File: src/rtl/regfile_access_sequencer_if.sv
// Command, response and register-file port bundle of the register-file access sequencer.
// The sequencer connects through the master modport; optional carry output exists only with RFSEQ_CARRY_EN.
interface regfile_access_sequencer_if #(
    parameter int DATA_W = 32,
    parameter int ADDR_W = 5
);
    logic              i_cmdValid;
    logic              o_cmdReady;
    logic [1:0]        i_cmdOp;
    logic [ADDR_W-1:0] i_cmdSrc1;
    logic [ADDR_W-1:0] i_cmdSrc2;
    logic [ADDR_W-1:0] i_cmdDst;

    logic [ADDR_W-1:0] o_readAdd1;
    logic [ADDR_W-1:0] o_readAdd2;
    logic              o_readEn1;
    logic              o_readEn2;
    logic [DATA_W-1:0] i_readData1;
    logic [DATA_W-1:0] i_readData2;

    logic [ADDR_W-1:0] o_writeAdd;
    logic [DATA_W-1:0] o_writeData;
    logic              o_writeEn;

    logic              o_rspValid;
    logic              i_rspReady;
    logic [DATA_W-1:0] o_rspData;
`ifdef RFSEQ_CARRY_EN
    logic              o_rspCarry;
`endif

    modport master (
        input  i_cmdValid, i_cmdOp, i_cmdSrc1, i_cmdSrc2, i_cmdDst,
        input  i_readData1, i_readData2, i_rspReady,
        output o_cmdReady, o_readAdd1, o_readAdd2, o_readEn1, o_readEn2,
        output o_writeAdd, o_writeData, o_writeEn, o_rspValid, o_rspData
`ifdef RFSEQ_CARRY_EN
        , output o_rspCarry
`endif
    );

    modport slave (
        output i_cmdValid, i_cmdOp, i_cmdSrc1, i_cmdSrc2, i_cmdDst,
        output i_readData1, i_readData2, i_rspReady,
        input  o_cmdReady, o_readAdd1, o_readAdd2, o_readEn1, o_readEn2,
        input  o_writeAdd, o_writeData, o_writeEn, o_rspValid, o_rspData
`ifdef RFSEQ_CARRY_EN
        , input o_rspCarry
`endif
    );
endinterface

File: src/rtl/regfile_access_sequencer.sv
// Sequences one read/compute/write/respond operation at a time against a 2R1W register file.
// Optional feature macro RFSEQ_CARRY_EN adds o_rspCarry (ADD carry-out).
module regfile_access_sequencer #(
    parameter int DATA_W = 32,
    parameter int ADDR_W = 5
) (
    input  logic                          i_clk,
    input  logic                          i_rst,
    regfile_access_sequencer_if.master    bus
);

    localparam logic [2:0] IDLE  = 3'd0;
    localparam logic [2:0] READ  = 3'd1;
    localparam logic [2:0] EXEC  = 3'd2;
    localparam logic [2:0] WRITE = 3'd3;
    localparam logic [2:0] RESP  = 3'd4;

    localparam logic [1:0] OP_ADD    = 2'b00;
    localparam logic [1:0] OP_XOR    = 2'b01;
    localparam logic [1:0] OP_POPCNT = 2'b10;
    localparam logic [1:0] OP_MOVE   = 2'b11;

    logic [2:0]        state;
    logic [1:0]        op;
    logic [ADDR_W-1:0] src1;
    logic [ADDR_W-1:0] src2;
    logic [ADDR_W-1:0] dst;
    logic [DATA_W-1:0] result;
    logic [DATA_W-1:0] execResult;
    logic [DATA_W-1:0] operand2;
    logic [DATA_W-1:0] sum;
    logic              useSrc2;

    function automatic logic [DATA_W-1:0] popCount(input logic [DATA_W-1:0] v);
        logic [DATA_W-1:0] n;
        n = '0;
        for (int i = 0; i < DATA_W; i++) begin
            n = n + {{(DATA_W-1){1'b0}}, v[i]};
        end
        return n;
    endfunction

    assign useSrc2  = (op == OP_ADD) || (op == OP_XOR);
    assign operand2 = useSrc2 ? bus.i_readData2 : '0;

`ifdef RFSEQ_CARRY_EN
    logic              carry;
    logic [DATA_W:0]   sumWide;
    assign sumWide = {1'b0, bus.i_readData1} + {1'b0, operand2};
    assign sum     = sumWide[DATA_W-1:0];
`else
    assign sum = bus.i_readData1 + operand2;
`endif

    always_comb begin
        execResult = '0;
        case (op)
            OP_ADD:    execResult = sum;
            OP_XOR:    execResult = bus.i_readData1 ^ operand2;
            OP_POPCNT: execResult = popCount(bus.i_readData1);
            OP_MOVE:   execResult = bus.i_readData1;
            default:   execResult = '0;
        endcase
    end

    always_ff @(posedge i_clk or posedge i_rst) begin
        if (i_rst) begin
            state  <= IDLE;
            op     <= OP_ADD;
            src1   <= '0;
            src2   <= '0;
            dst    <= '0;
            result <= '0;
`ifdef RFSEQ_CARRY_EN
            carry  <= 1'b0;
`endif
        end else begin
            case (state)
                IDLE: begin
                    if (bus.i_cmdValid) begin
                        op    <= bus.i_cmdOp;
                        src1  <= bus.i_cmdSrc1;
                        src2  <= bus.i_cmdSrc2;
                        dst   <= bus.i_cmdDst;
                        state <= READ;
                    end
                end
                READ:  state <= EXEC;
                EXEC: begin
                    result <= execResult;
`ifdef RFSEQ_CARRY_EN
                    carry  <= (op == OP_ADD) && sumWide[DATA_W];
`endif
                    state  <= WRITE;
                end
                WRITE: state <= RESP;
                RESP:  if (bus.i_rspReady) state <= IDLE;
                default: state <= IDLE;
            endcase
        end
    end

    // NOTE: outputs are decoded from state rather than registered, so asserting
    // i_rst removes o_writeEn in the same instant and no partial write can land.
    assign bus.o_cmdReady  = (state == IDLE);
    assign bus.o_readEn1   = (state == READ);
    assign bus.o_readEn2   = (state == READ) && useSrc2;
    assign bus.o_readAdd1  = (state == READ) ? src1 : '0;
    assign bus.o_readAdd2  = (state == READ) ? src2 : '0;
    assign bus.o_writeEn   = (state == WRITE) && (dst != '0);
    assign bus.o_writeAdd  = (state == WRITE) ? dst : '0;
    assign bus.o_writeData = (state == WRITE) ? result : '0;
    assign bus.o_rspValid  = (state == RESP);
    assign bus.o_rspData   = (state == RESP) ? result : '0;
`ifdef RFSEQ_CARRY_EN
    assign bus.o_rspCarry  = (state == RESP) && carry;
`endif

endmodule

File: src/flat_wrapper.sv
// flat-port wrapper written by rule: the top's interface ports become plain ports
module regfile_access_sequencer_flat 
#(
    parameter int DATA_W = 32,
    parameter int ADDR_W = 5
)
  (i_clk, i_rst, bus_i_cmdValid, bus_i_cmdOp, bus_i_cmdSrc1, bus_i_cmdSrc2, bus_i_cmdDst, bus_i_readData1, bus_i_readData2, bus_i_rspReady, bus_o_cmdReady, bus_o_readAdd1, bus_o_readAdd2, bus_o_readEn1, bus_o_readEn2, bus_o_writeAdd, bus_o_writeData, bus_o_writeEn, bus_o_rspValid, bus_o_rspData);
  regfile_access_sequencer_if #(.DATA_W(DATA_W), .ADDR_W(ADDR_W)) bus_i ();
  input  logic i_clk;
  input  logic i_rst;
  input wire logic [$bits(bus_i.i_cmdValid)-1:0] bus_i_cmdValid;
  input wire logic [$bits(bus_i.i_cmdOp)-1:0] bus_i_cmdOp;
  input wire logic [$bits(bus_i.i_cmdSrc1)-1:0] bus_i_cmdSrc1;
  input wire logic [$bits(bus_i.i_cmdSrc2)-1:0] bus_i_cmdSrc2;
  input wire logic [$bits(bus_i.i_cmdDst)-1:0] bus_i_cmdDst;
  input wire logic [$bits(bus_i.i_readData1)-1:0] bus_i_readData1;
  input wire logic [$bits(bus_i.i_readData2)-1:0] bus_i_readData2;
  input wire logic [$bits(bus_i.i_rspReady)-1:0] bus_i_rspReady;
  output wire logic [$bits(bus_i.o_cmdReady)-1:0] bus_o_cmdReady;
  output wire logic [$bits(bus_i.o_readAdd1)-1:0] bus_o_readAdd1;
  output wire logic [$bits(bus_i.o_readAdd2)-1:0] bus_o_readAdd2;
  output wire logic [$bits(bus_i.o_readEn1)-1:0] bus_o_readEn1;
  output wire logic [$bits(bus_i.o_readEn2)-1:0] bus_o_readEn2;
  output wire logic [$bits(bus_i.o_writeAdd)-1:0] bus_o_writeAdd;
  output wire logic [$bits(bus_i.o_writeData)-1:0] bus_o_writeData;
  output wire logic [$bits(bus_i.o_writeEn)-1:0] bus_o_writeEn;
  output wire logic [$bits(bus_i.o_rspValid)-1:0] bus_o_rspValid;
  output wire logic [$bits(bus_i.o_rspData)-1:0] bus_o_rspData;
  assign bus_i.i_cmdValid = bus_i_cmdValid;
  assign bus_i.i_cmdOp = bus_i_cmdOp;
  assign bus_i.i_cmdSrc1 = bus_i_cmdSrc1;
  assign bus_i.i_cmdSrc2 = bus_i_cmdSrc2;
  assign bus_i.i_cmdDst = bus_i_cmdDst;
  assign bus_i.i_readData1 = bus_i_readData1;
  assign bus_i.i_readData2 = bus_i_readData2;
  assign bus_i.i_rspReady = bus_i_rspReady;
  assign bus_o_cmdReady = bus_i.o_cmdReady;
  assign bus_o_readAdd1 = bus_i.o_readAdd1;
  assign bus_o_readAdd2 = bus_i.o_readAdd2;
  assign bus_o_readEn1 = bus_i.o_readEn1;
  assign bus_o_readEn2 = bus_i.o_readEn2;
  assign bus_o_writeAdd = bus_i.o_writeAdd;
  assign bus_o_writeData = bus_i.o_writeData;
  assign bus_o_writeEn = bus_i.o_writeEn;
  assign bus_o_rspValid = bus_i.o_rspValid;
  assign bus_o_rspData = bus_i.o_rspData;
  regfile_access_sequencer #(.DATA_W(DATA_W), .ADDR_W(ADDR_W)) u_core (.i_clk(i_clk), .i_rst(i_rst), .bus(bus_i));
endmodule
File: config.mk
export PLATFORM = sky130hd
export DESIGN_NAME = regfile_access_sequencer_flat
export DESIGN_NICKNAME = d
export VERILOG_FILES = /design/src/rtl/regfile_access_sequencer_if.sv /design/src/rtl/regfile_access_sequencer.sv /design/src/flat_wrapper.sv
export SDC_FILE = /design/constraint.sdc
export NUM_CORES = 1
export LEC_CHECK = 0
export ABC_AREA = 1
export ABC_CLOCK_PERIOD_IN_PS = 2990
export BUFFER_PORTS_ARGS = -buffer_cell sky130_fd_sc_hd__buf_2
export CAP_MARGIN = 30
export CORE_MARGIN = 2
export CORE_UTILIZATION = 45
export DETAILED_ROUTE_END_ITERATION = 6
export PLACE_DENSITY = 0.68
export SKIP_LAST_GASP = 1
export SYNTH_ARGS = -nofsm -noshare
export SYNTH_HDL_FRONTEND = slang
export SYNTH_SLANG_ARGS = --single-unit
File: constraint.sdc
create_clock -name i_clk -period 2.99 [get_ports i_clk]
set_clock_uncertainty 0.05 [all_clocks]
set_input_delay 0.1495 -clock i_clk [delete_from_list [all_inputs] [get_ports i_clk]]
set_output_delay 0.1495 -clock i_clk [all_outputs]
set_load 0.05 [all_outputs]
Word-level counts from Yosys, hierarchy flattened
Cells that the tools add are included.

Flip-flop bits (word level): 52. Input bits: 85. Output and inout bits: 84.

$add $sub $neg: 32. Equality and inequality tests: 9. Multiplexer cells: 10. Bitwise gates (word level): 1. Reduce and logical (&&, ||, !) cells: 8.

Operators with widths (number): $add A32 B1 Y32 (30); $pmux W32 S4 (1); $mux W32 (3); $add A32 B32 Y32 (1); $xor A32 B32 Y32 (1); $mux W5 (3); $pmux W3 S5 (1); $eq A3 B2 Y1 const B (2); $mux W3 (2); $reduce_bool A5 Y1 (1); $eq A2 B2 Y1 const B (2); $ne A2 B2 Y1 const B (2); $reduce_and A2 Y1 (2); $eq A3 B1 Y1 const B (1); $eq A3 B3 Y1 const B (1); $logic_not A3 Y1 (1); $add A1 B1 Y2 (1); $eq A2 B1 Y1 const B (1); $logic_and A1 B1 Y1 (2); $logic_not A2 Y1 (1); $logic_or A1 B1 Y1 (1).

Logic depth before layout (Yosys ltp)
Gate-level depths: netlist of the first run.

Depth in word-level cells: 32. Gate-level depth with buffers: 21. Mapped depth without buffers: 21.

Worst setup path before layout of the first run
OpenSTA, ideal clock, no wires.

Kind: in2reg. From: input bus_i_readData1[0]. To: register u_core.result[4]. Arrival: 4.627 ns. Required time: 2.809 ns. Path slack: -1.818 ns. Cell stages on the path: 16. Cell sequence: ha_1 > inv_1 > fa_1 > fa_1 > fa_1 > fa_1 > fa_1 > fa_1 > fa_1 > fa_1 > inv_1 > nand2_1 > a21oi_1 > nor3_1 > nor3_1 > a31oi_1.

Longest elaborated chain between the ends: 32. Elaborated cells on any way between the ends: 33. Classes of those cells: 32 x add/sub; 1 x mux.

RTL lines: start, declared (line flat_wrapper.sv:16) `input wire logic [$bits(bus_i.i_readData1)-1:0] bus_i_readData1;`; $add A1 B1 Y2 (line regfile_access_sequencer.sv:38) `n = n + {{(DATA_W-1){1'b0}}, v[i]};`; $add A32 B1 Y32 (30 in a row) (line regfile_access_sequencer.sv:38); $pmux W32 S4 * (line regfile_access_sequencer.sv:57) `case (op)`; end signal, assigned (line regfile_access_sequencer.sv:90) `result <= execResult;`; end, declared (line regfile_access_sequencer.sv:28) `logic [DATA_W-1:0] result;`.

Every way passes the cells marked *; elsewhere a longest branch is shown, timed or not. A chain may end at the register's enable or synchronous reset.

Worst setup path in the final report of the first run
From: input bus_i_readData1[1]. To: register u_core.result[4].

Same word-level chain as after synthesis.

==> results.tsv, run 1 <==
metric	value	unit
I/O pins	169	
critical path type	in -> reg	
Synth top area share	20.4	%
WP buf/inv	3	
Top FF cell, synth	dfrtp_1	
total grt overflow	0	
Register Area	0.00130	mm2
crit path DAT	4730	ps
number of global-route vias before repair	6246	
synthesized area per cell	6.03	um2
die area	0.0152	mm2
CP max FO	2	
P_sw	4.60	mW
pin count of the biggest net entering global routing	45	
detailed placement HPWL	16800	um
Post-Place Cells	1413	
worst reg2reg path endpoint	u_core.result[16]$_DFFE_PP0N_	
Clk Latency, worst-skew pair	290	ps
sequential power share	15.4	%
sequential-to-total area share from yosys stat	20.4	%
layout cells sized above 1	20.4	%
Util after Layout	56.2	%
clock root buffer	clkbuf_16	
worst path cell trace	buf_6 -> ha_4 -> inv_2 -> fa_1 -> fa_1 -> fa_1 -> fa_1 -> fa_1 -> fa_1 -> fa_2 -> fa_2 -> inv_2 -> nand2_2 -> a21oi_2 -> nor2_1 -> nor3_1 -> nor3_1 -> a31oi_1	
Worst setup SP type	primary input	
wire per inst	14.2	um
Layout Nets	1391	
Synth Area in Simple Gates	33.9	%
Worst VDD drop	695	uV
diode count	0	
R2R setup slack	410	ps
warnings from Yosys	0	
Max clock buf depth	2	
maximum clock rate	219	MHz
CTS clk-pin slew, worst paths	70	ps
fin. max-slew vios	0	
# clock sinks	52	
CP peak stage delay	520	ps
row cnt	43	
post-synthesis cell area	0.00639	mm2
detailed-route via count	6964	
# setup viols final	6	
clock power share	8.5	%
Detailed Routing Iterations Pass 1	5	
main combinational cell family by area after synthesis	simple AND/OR/NAND/NOR gates	
most instantiated library cell after synthesis	inv_1	
FF-to-FF Start	u_core.op[1]$_DFFE_PP0P_	
GR Util met3	4.24	%
GPL Wtd Cong	0.957	
Post-Syn Instances	1060	
Reg2Reg Depth	13	
most used cell, CP	fa_1	
met1 GRT Util	41.0	%
Die Ht	123	um
final worst path period share	152	%
CP max-delay cell	fa_1	
post-synthesis xor/xnor area fraction	0.274	%
status	complete, but fails checks	
CTS buffer count	5	
Switching Share	57.8	%
critical path data required time	3170	ps
hold path startpoint	bus_i_rspReady	
footprint of the multi-input gates	0.00399	mm2
total of max-cap violations	0	
WHS Endpoint	u_core.state[2]$_DFFE_PP0P_	
leading area contributor after synthesis	dfrtp_1	
Tmin final	4560	ps
Detailed Route WL	20200	um
post-synthesis mux area share	0	%
Final Hold Fails	0	
Critical Path End Type	register	
Synthesized Nets	1209	
GRT met2 Usage	41.2	%
RSZ-0062 raised after global routing	true	
total power	7.96	mW
Post-synth EDFFs	0	
Placed Instance Area	0.00760	mm2
grt peak-use layer	met2	
Starting Density	46.0	%
top cells by count, synth	inv_1, nand2_1, nor2_1	
worst slack at placement	-1960	ps
GRT Util Overall	27.2	%
post-route ant nets	0	
initial antenna violation count	0	
setup ws final	-1570	ps
Comb pwr share	76.1	%
H-Tree Depth	2	
CTS tree	yes	
Vias/cell	4.89	
top post-synthesis cells by area	dfrtp_1, inv_1, nand2_1	
Area growth syn-to-layout	22.2	%
Worst Max-Slew Pin Slew	1020	ps
flop and latch count out of synthesis	52	
Post-Synth Adder-Cell Area	15.5	%
Core ar.	0.0139	mm2
Int Pwr	3.35	mW
leakage power	4.91	nW
setup TNS	-8670	ps
failing checks	setup timing	
Worst Hold Class	in -> reg	
Slew headroom	32.1	%
fillers	1439	
non-filler cells, final	1423	
delay-heaviest family, CP	adder cells	
Die X-Extent	123	um
Compound-Gate Fraction of Synth Area	12.2	%
DRC viols	0	
final instance area	0.00781	mm2
Post-synth ARST share	100	%
Synth cell types	40	
drt initial violations	478	
first-pass GRT wire length	31900	um
PwrDens	1020	mW/mm2
PortBufs	168	
WHS	0.368	ps
hold depth	2	
power groups by stage:
| stage | Clock (mW) | Sequential, mW | Combinational, mW |
|---|---|---|---|
| floorplan | 0 | 1.18 | 4.56 |
| global placement | 0 | 1.23 | 5.90 |
| detailed placement | 0 | 1.24 | 5.96 |
| CTS | 0.690 | 1.22 | 6.01 |
| global route | 0.716 | 1.27 | 6.77 |
| finish | 0.676 | 1.23 | 6.05 |
how the worst max path moves through the flow:
| stage | from | end | slack [ps] | cells past startpoint |
|---|---|---|---|---|
| after floorplan | bus_i_readData1[1] | u_core.result[4]$_DFFE_PP0N_ | -1640 | 16 |
| after global placement | bus_i_readData1[24] | u_core.result[4]$_DFFE_PP0N_ | -1940 | 18 |
| after detailed placement | bus_i_readData1[1] | u_core.result[4]$_DFFE_PP0N_ | -1960 | 17 |
| after CTS | bus_i_readData1[1] | u_core.result[4]$_DFFE_PP0N_ | -1580 | 18 |
| after global routing | bus_i_readData1[1] | u_core.result[4]$_DFFE_PP0N_ | -1740 | 18 |
| final | bus_i_readData1[1] | u_core.result[4]$_DFFE_PP0N_ | -1570 | 18 |
state kept, by name (all words and copies together), names as in the netlist:
register / count
u_core.src2: 5
u_core.src1: 5
u_core.dst: 5
u_core.state: 3
u_core.op: 2
u_core.result: 32
layout by cell type (no fill, tap or decap), types with 3 or more instances in the layout:
cell type and count:
o21ai_1 4, a21oi_1 63, nor2_2 6, nand2_1 239
fa_2 3, nand3_1 49, nand3b_1 6, a21oi_2 3
nor2_1 186, fa_1 22, nor3_1 9, clkbuf_16 5
nand2_2 9, a221oi_1 20, a31oi_1 7, buf_2 166
nand4_1 4, o21ai_0 11, inv_1 258, a22oi_1 8
nand3_2 6, or2_2 4, dfrtp_1 52, ha_1 38
inv_2 7, buf_4 33
cell families (layout without fill, tap and decap cells):
logic type | Yosys count | after routing
adder cells (fa/ha/maj) | 64 | 64
AND/OR/NAND/NOR | 522 | 522
AO/OA/AOI/OAI | 127 | 127
buffers and inverters | 293 | 476
XOR/XNOR | 2 | 2
flip-flops | 52 | 52
metal layers:
metal / part of all wire (%) / routed length (um)
met2: 42 / 8520
met1: 48 / 9610
met4: 1.3 / 261
met5: 0 / 0
met3: 8.8 / 1780
layout make-up:
class | count | share of cell area (%)
inverters | 265 | 12.7
well taps | 180 | 2.88
repair buffers | 203 | 14.4
clock buffers | 5 | 1.60
multi-input cells | 715 | 51.1
flip-flops and latches | 52 | 16.7
clock inverters | 3 | 0.593
worst reg2reg max path, stage by stage (launching register included):
cell	delay, ps
dfrtp_1	430
nor2_1	120
ha_1	230
inv_1	80
fa_1	420
inv_1	160
nand3_1	80
nand3_1	190
nand2_1	130
nand2_1	130
nand3_1	80
nand3b_1	90
nand3_1	100
a22oi_1	190
what timing repair did:
action / CTS / global route
hold buffers: 1 / 0
setup buffers: 0 / 1
gates cloned: 0 / 0
resized for setup: 4 / 1
pin swaps: 7 / 2
setup endpoints to repair: 6 / 6
hold endpoints to repair: 24 / 0
No activity file was read; power rests on OpenSTA's default activity.
==> run 2: changes to the inputs <==
- HOLD_SLACK_MARGIN: not set -> 0.15
==> results.tsv, run 2 (synthesis gave the netlist of run 1 again) <==
metric	value	unit
initial antenna violation count	0	
Final Hold Fails	0	
total of max-cap violations	0	
detailed-route via count	7056	
R2R setup slack	410	ps
Crit. Startpoint	bus_i_readData1[1]	
Largest register FFs	32	
Post-Place Cells	1413	
GRT Util Overall	27.5	%
final worst path period share	153	%
critical path type	in -> reg	
FF-to-FF Start	u_core.op[1]$_DFFE_PP0P_	
total grt overflow	0	
non-filler cells, final	1443	
wire length on met2	8740	um
Slew headroom	31.6	%
Vias/cell	4.89	
pin count of the biggest net entering global routing	45	
diode count	0	
Area growth syn-to-layout	25.4	%
crit path DAT	4740	ps
Layout Nets	1411	
Worst Max-Slew Pin Slew	1020	ps
# setup viols final	6	
first-pass GRT wire length	32300	um
CP max-delay cell	fa_1	
worst reg2reg path endpoint	u_core.result[16]$_DFFE_PP0N_	
DRC viols	0	
PortBufs	168	
post-route ant nets	0	
most common cell after layout, fill and taps aside	inv_1	
Tmin final	4560	ps
failing checks	setup timing	
fin. max-slew vios	0	
Worst Hold Class	in -> reg	
GPL Wtd Cong	0.957	
layout cells sized above 1	20.1	%
number of global-route vias before repair	6351	
status	complete, but fails checks	
CTS buffer count	5	
most used cell, CP	fa_1	
metal1 wirelength	9700	um
max layer used	met4	
RSZ-0062 raised after global routing	true	
worst path cell trace	buf_6 -> ha_4 -> inv_2 -> fa_1 -> fa_1 -> fa_1 -> fa_1 -> fa_1 -> fa_1 -> fa_2 -> fa_2 -> inv_2 -> nand2_2 -> a21oi_2 -> nor2_1 -> nor3_1 -> nor3_1 -> a31oi_1	
Critical Path End Type	register	
drt initial violations	510	
Detailed Routing Iterations Pass 1	5	
clock root buffer	clkbuf_16	
Die X-Extent	123	um
wire per inst	14.2	um
Worst Setup EP	u_core.result[4]$_DFFE_PP0N_	
I/O pins	169	
Most flops, register	u_core.result	
maximum clock rate	219	MHz
setup ws final	-1570	ps
Max clock buf depth	2	
Core ar.	0.0139	mm2
leakage power	4.99	nW
Met3 Routed Length	1760	um
PwrDens	997	mW/mm2
detailed placement HPWL	16800	um
H-Tree Depth	2	
CP max FO	2	
Detailed Route WL	20400	um
Worst setup SP type	primary input	
Worst VDD drop	696	uV
die area	0.0152	mm2
CTS clk-pin slew, worst paths	70	ps
# clock sinks	52	
CP peak stage delay	520	ps
fillers	1416	
total power	7.98	mW
Clk Latency, worst-skew pair	290	ps
Reg2Reg Depth	13	
hold depth	3	
critical path data required time	3160	ps
Die Ht	123	um
setup TNS	-8680	ps
CTS tree	yes	
Starting Density	46.0	%
commonest non-fill, non-tap cells in the layout	inv_1, nand2_1, nor2_1	
row cnt	43	
## run 2: cell count changes in the layout (fill, tap and decap cells not counted), sizes merged
cell | before | now
dlygate4sd3 | 1 | 21
## run 2: worst min path at each step
stage	from	end	slack, ps
final	bus_i_readData1[30]	u_core.result[30]$_DFFE_PP0N_	180
after global routing	bus_i_readData1[30]	u_core.result[30]$_DFFE_PP0N_	220
after CTS	bus_i_readData1[30]	u_core.result[30]$_DFFE_PP0N_	170
after detailed placement	i_rst	u_core.src2[1]$_DFFE_PP0P_	190
after global placement	i_rst	u_core.src2[1]$_DFFE_PP0P_	180
after floorplan	bus_i_rspReady	u_core.state[2]$_DFFE_PP0P_	210
## run 2: through the flow
| stage | utilization [%] | hold WS (ps) | area [um2] | setup slack, ps |
|---|---|---|---|---|
| after global placement | 54.6 | 182 | 7580 | -1940 |
| final | 57.7 | 180 | 8010 | -1570 |
| after floorplan | - | 211 | 6420 | -1640 |
| after detailed placement | 54.7 | 185 | 7600 | -1960 |
| after CTS | 57.6 | 174 | 8000 | -1580 |
| after global routing | 57.7 | 224 | 8010 | -1740 |
## run 2: layout make-up
class / count / area [um2] / area share, %
clock inverter: 3 / 46.3 / 0.578
timing repair buffer: 223 / 1330 / 16.6
multi-input combinational: 715 / 3990 / 49.8
sequential: 52 / 1300 / 16.3
tap: 180 / 225 / 2.81
clock buffer: 5 / 125 / 1.56
inverter: 265 / 995 / 12.4
## run 2: report_power, final
group          switching, mW  leakage, nW  internal, mW  total (mW)
Clock                  0.276       0.0804         0.398       0.674
Sequential             0.165        0.587          1.06        1.23
Combinational           4.17         4.32          1.91        6.08
## run 2: worst max-delay path: cells and delay by family
family                     cells  cell delay, ps
and+or+nand+nor                4             330
buffers and inverters          3             200
AOI/OAI and AO/OA              2             260
adders and majority gates      9            3810
## run 2: metal layers
| metal | vias to the layer above | global-route usage [%] |
|---|---|---|
| met5 | - | 0 |
| met4 | 0 | 5.18 |
| met3 | 15 | 3.92 |
| met2 | 272 | 42.4 |
| met1 | 3150 | 41.2 |
| li1 | 3619 | - |
## run 2: what timing repair did
action	CTS	global route
hold buffers	21	0
pin swaps	7	2
endpoints found under the setup margin	6	6
resized for setup	4	1
endpoints found under the hold margin	44	0
buffers inserted	0	1
==> run 3: changes to the inputs <==
- PLACE_DENSITY: 0.68 -> not set
- PLACE_DENSITY_LB_ADDON: not set -> 0.1
==> results.tsv, run 3 (synthesis gave the netlist of run 1 again) <==
metric	value	unit
status	complete, but fails checks	
failing checks	setup timing	
R2R setup slack	360	ps
Largest register FFs	32	
worst reg2reg path endpoint	u_core.result[31]$_DFFE_PP0N_	
CTS tree	yes	
pin count of the biggest net entering global routing	45	
maximum clock rate	218	MHz
Comb pwr share	77.0	%
clock root buffer	clkbuf_16	
first-pass GRT wire length	32500	um
crit path DAT	4690	ps
worst slack at placement	-1960	ps
Layout Nets	1415	
Int Pwr	3.56	mW
PortBufs	168	
# clock sinks	52	
I/O pins	169	
Most flops, register	u_core.result	
row cnt	43	
Max clock buf depth	2	
Vias/cell	4.91	
Detailed Routing Iterations Pass 1	5	
setup TNS	-8450	ps
diode count	0	
Worst VDD drop	1380	uV
Clk Latency, worst-skew pair	290	ps
Die Ht	123	um
non-filler cells, final	1447	
DRC viols	0	
final worst path period share	153	%
number of global-route vias before repair	6405	
Critical Path End Type	register	
sequential power share	14.7	%
Detailed Route WL	20800	um
initial antenna violation count	0	
layout cells sized above 1	20.9	%
CP max FO	2	
P_sw	4.77	mW
critical path type	in -> reg	
die area	0.0152	mm2
Core ar.	0.0139	mm2
H-Tree Depth	2	
# setup viols final	6	
Post-Place Cells	1417	
critical path data required time	3090	ps
PwrDens	1030	mW/mm2
post-route ant nets	0	
detailed-route via count	7104	
GPL Wtd Cong	0.932	
Final Hold Fails	0	
Starting Density	46.0	%
WHS Endpoint	u_core.result[11]$_DFFE_PP0N_	
hold depth	3	
FF-to-FF Start	u_core.op[1]$_DFFE_PP0P_	
Tmin final	4590	ps
Reg2Reg Depth	14	
Slew headroom	34.9	%
commonest non-fill, non-tap cells in the layout	inv_1, nand2_1, nor2_1	
fin. max-slew vios	0	
setup ws final	-1600	ps
hold path startpoint	bus_i_readData1[11]	
most common cell after layout, fill and taps aside	inv_1	
wire per inst	14.4	um
Worst Hold Class	in -> reg	
Placed Instance Area	0.00765	mm2
CTS clk-pin slew, worst paths	70	ps
RSZ-0062 raised after global routing	true	
drt initial violations	460	
Worst setup SP type	primary input	
total power	8.33	mW
detailed placement HPWL	17000	um
Area growth syn-to-layout	26.9	%
Switching Share	57.3	%
total grt overflow	0	
CTS buffer count	5	
GRT Util Overall	27.8	%
total of max-cap violations	0	
Die X-Extent	123	um
final instance area	0.00811	mm2
clock power share	8.2	%
leakage power	5.03	nW
Worst Max-Slew Pin Slew	975	ps
==> run 3: worst max-delay path, stage by stage <==
cell and delay [ps]:
buf_6 100, ha_4 250, inv_2 30, fa_1 490, fa_1 440, fa_1 510, fa_1 430, fa_1 500
fa_1 440, fa_2 380, fa_2 350, inv_2 90, nand2_4 50, buf_4 130, nand3_2 50, o221ai_2 80
a31oi_1 150, o21ai_1 70
==> run 3: layer usage <==
metal | part of all wire (%) | up-vias | GRT usage (%)
li1 | - | 3632 | -
met1 | 49 | 3192 | 41.3
met2 | 42 | 261 | 43.3
met3 | 8.0 | 19 | 3.78
met4 | 1.3 | 0 | 5.47
met5 | 0 | - | 0
==> run 3: power by group through the flow <==
stage / Sequential [mW] / Clock (mW) / Combinational [mW]
global route: 1.27 / 0.726 / 7.06
floorplan: 1.18 / 0 / 4.56
detailed placement: 1.24 / 0 / 6.01
finish: 1.23 / 0.687 / 6.41
global placement: 1.23 / 0 / 5.90
CTS: 1.23 / 0.706 / 6.14
==> run 3: per-stage QoR <==
stage,hold slack (ps),util [%]
global route,204,58.4
detailed placement,204,55.1
global placement,193,54.8
floorplan,211,-
finish,210,58.4
CTS,194,58.2
==> run 3: final cells by class <==
class	instances	area [um2]
Multi-Input combinational cell	715	4030
Fill cell	1432	5780
Clock inverter	2	38.8
Tap cell	180	225
Inverter	265	995
Sequential cell	52	1300
Timing Repair Buffer	227	1380
Clock buffer	6	139
==> run 3: timing repair <==
item,in CTS,in global routing
hold buffers,21,0
pin swaps,8,3
buffers inserted,0,1
resized for setup,11,3
endpoints found under the hold margin,46,0
setup endpoints to repair,6,6
==> run 3: worst max-delay path by stage <==
stage	to	slack [ps]	cells after the start	startpoint
after floorplan	u_core.result[4]$_DFFE_PP0N_	-1640	16	bus_i_readData1[1]
after global placement	u_core.result[4]$_DFFE_PP0N_	-1910	17	bus_i_readData1[1]
after detailed placement	u_core.result[4]$_DFFE_PP0N_	-1960	17	bus_i_readData1[0]
after CTS	u_core.result[4]$_DFFE_PP0N_	-1580	17	bus_i_readData1[1]
after global routing	u_core.result[4]$_DFFE_PP0N_	-1770	18	bus_i_readData1[1]
final	u_core.result[2]$_DFFE_PP0N_	-1600	18	bus_i_readData1[1]
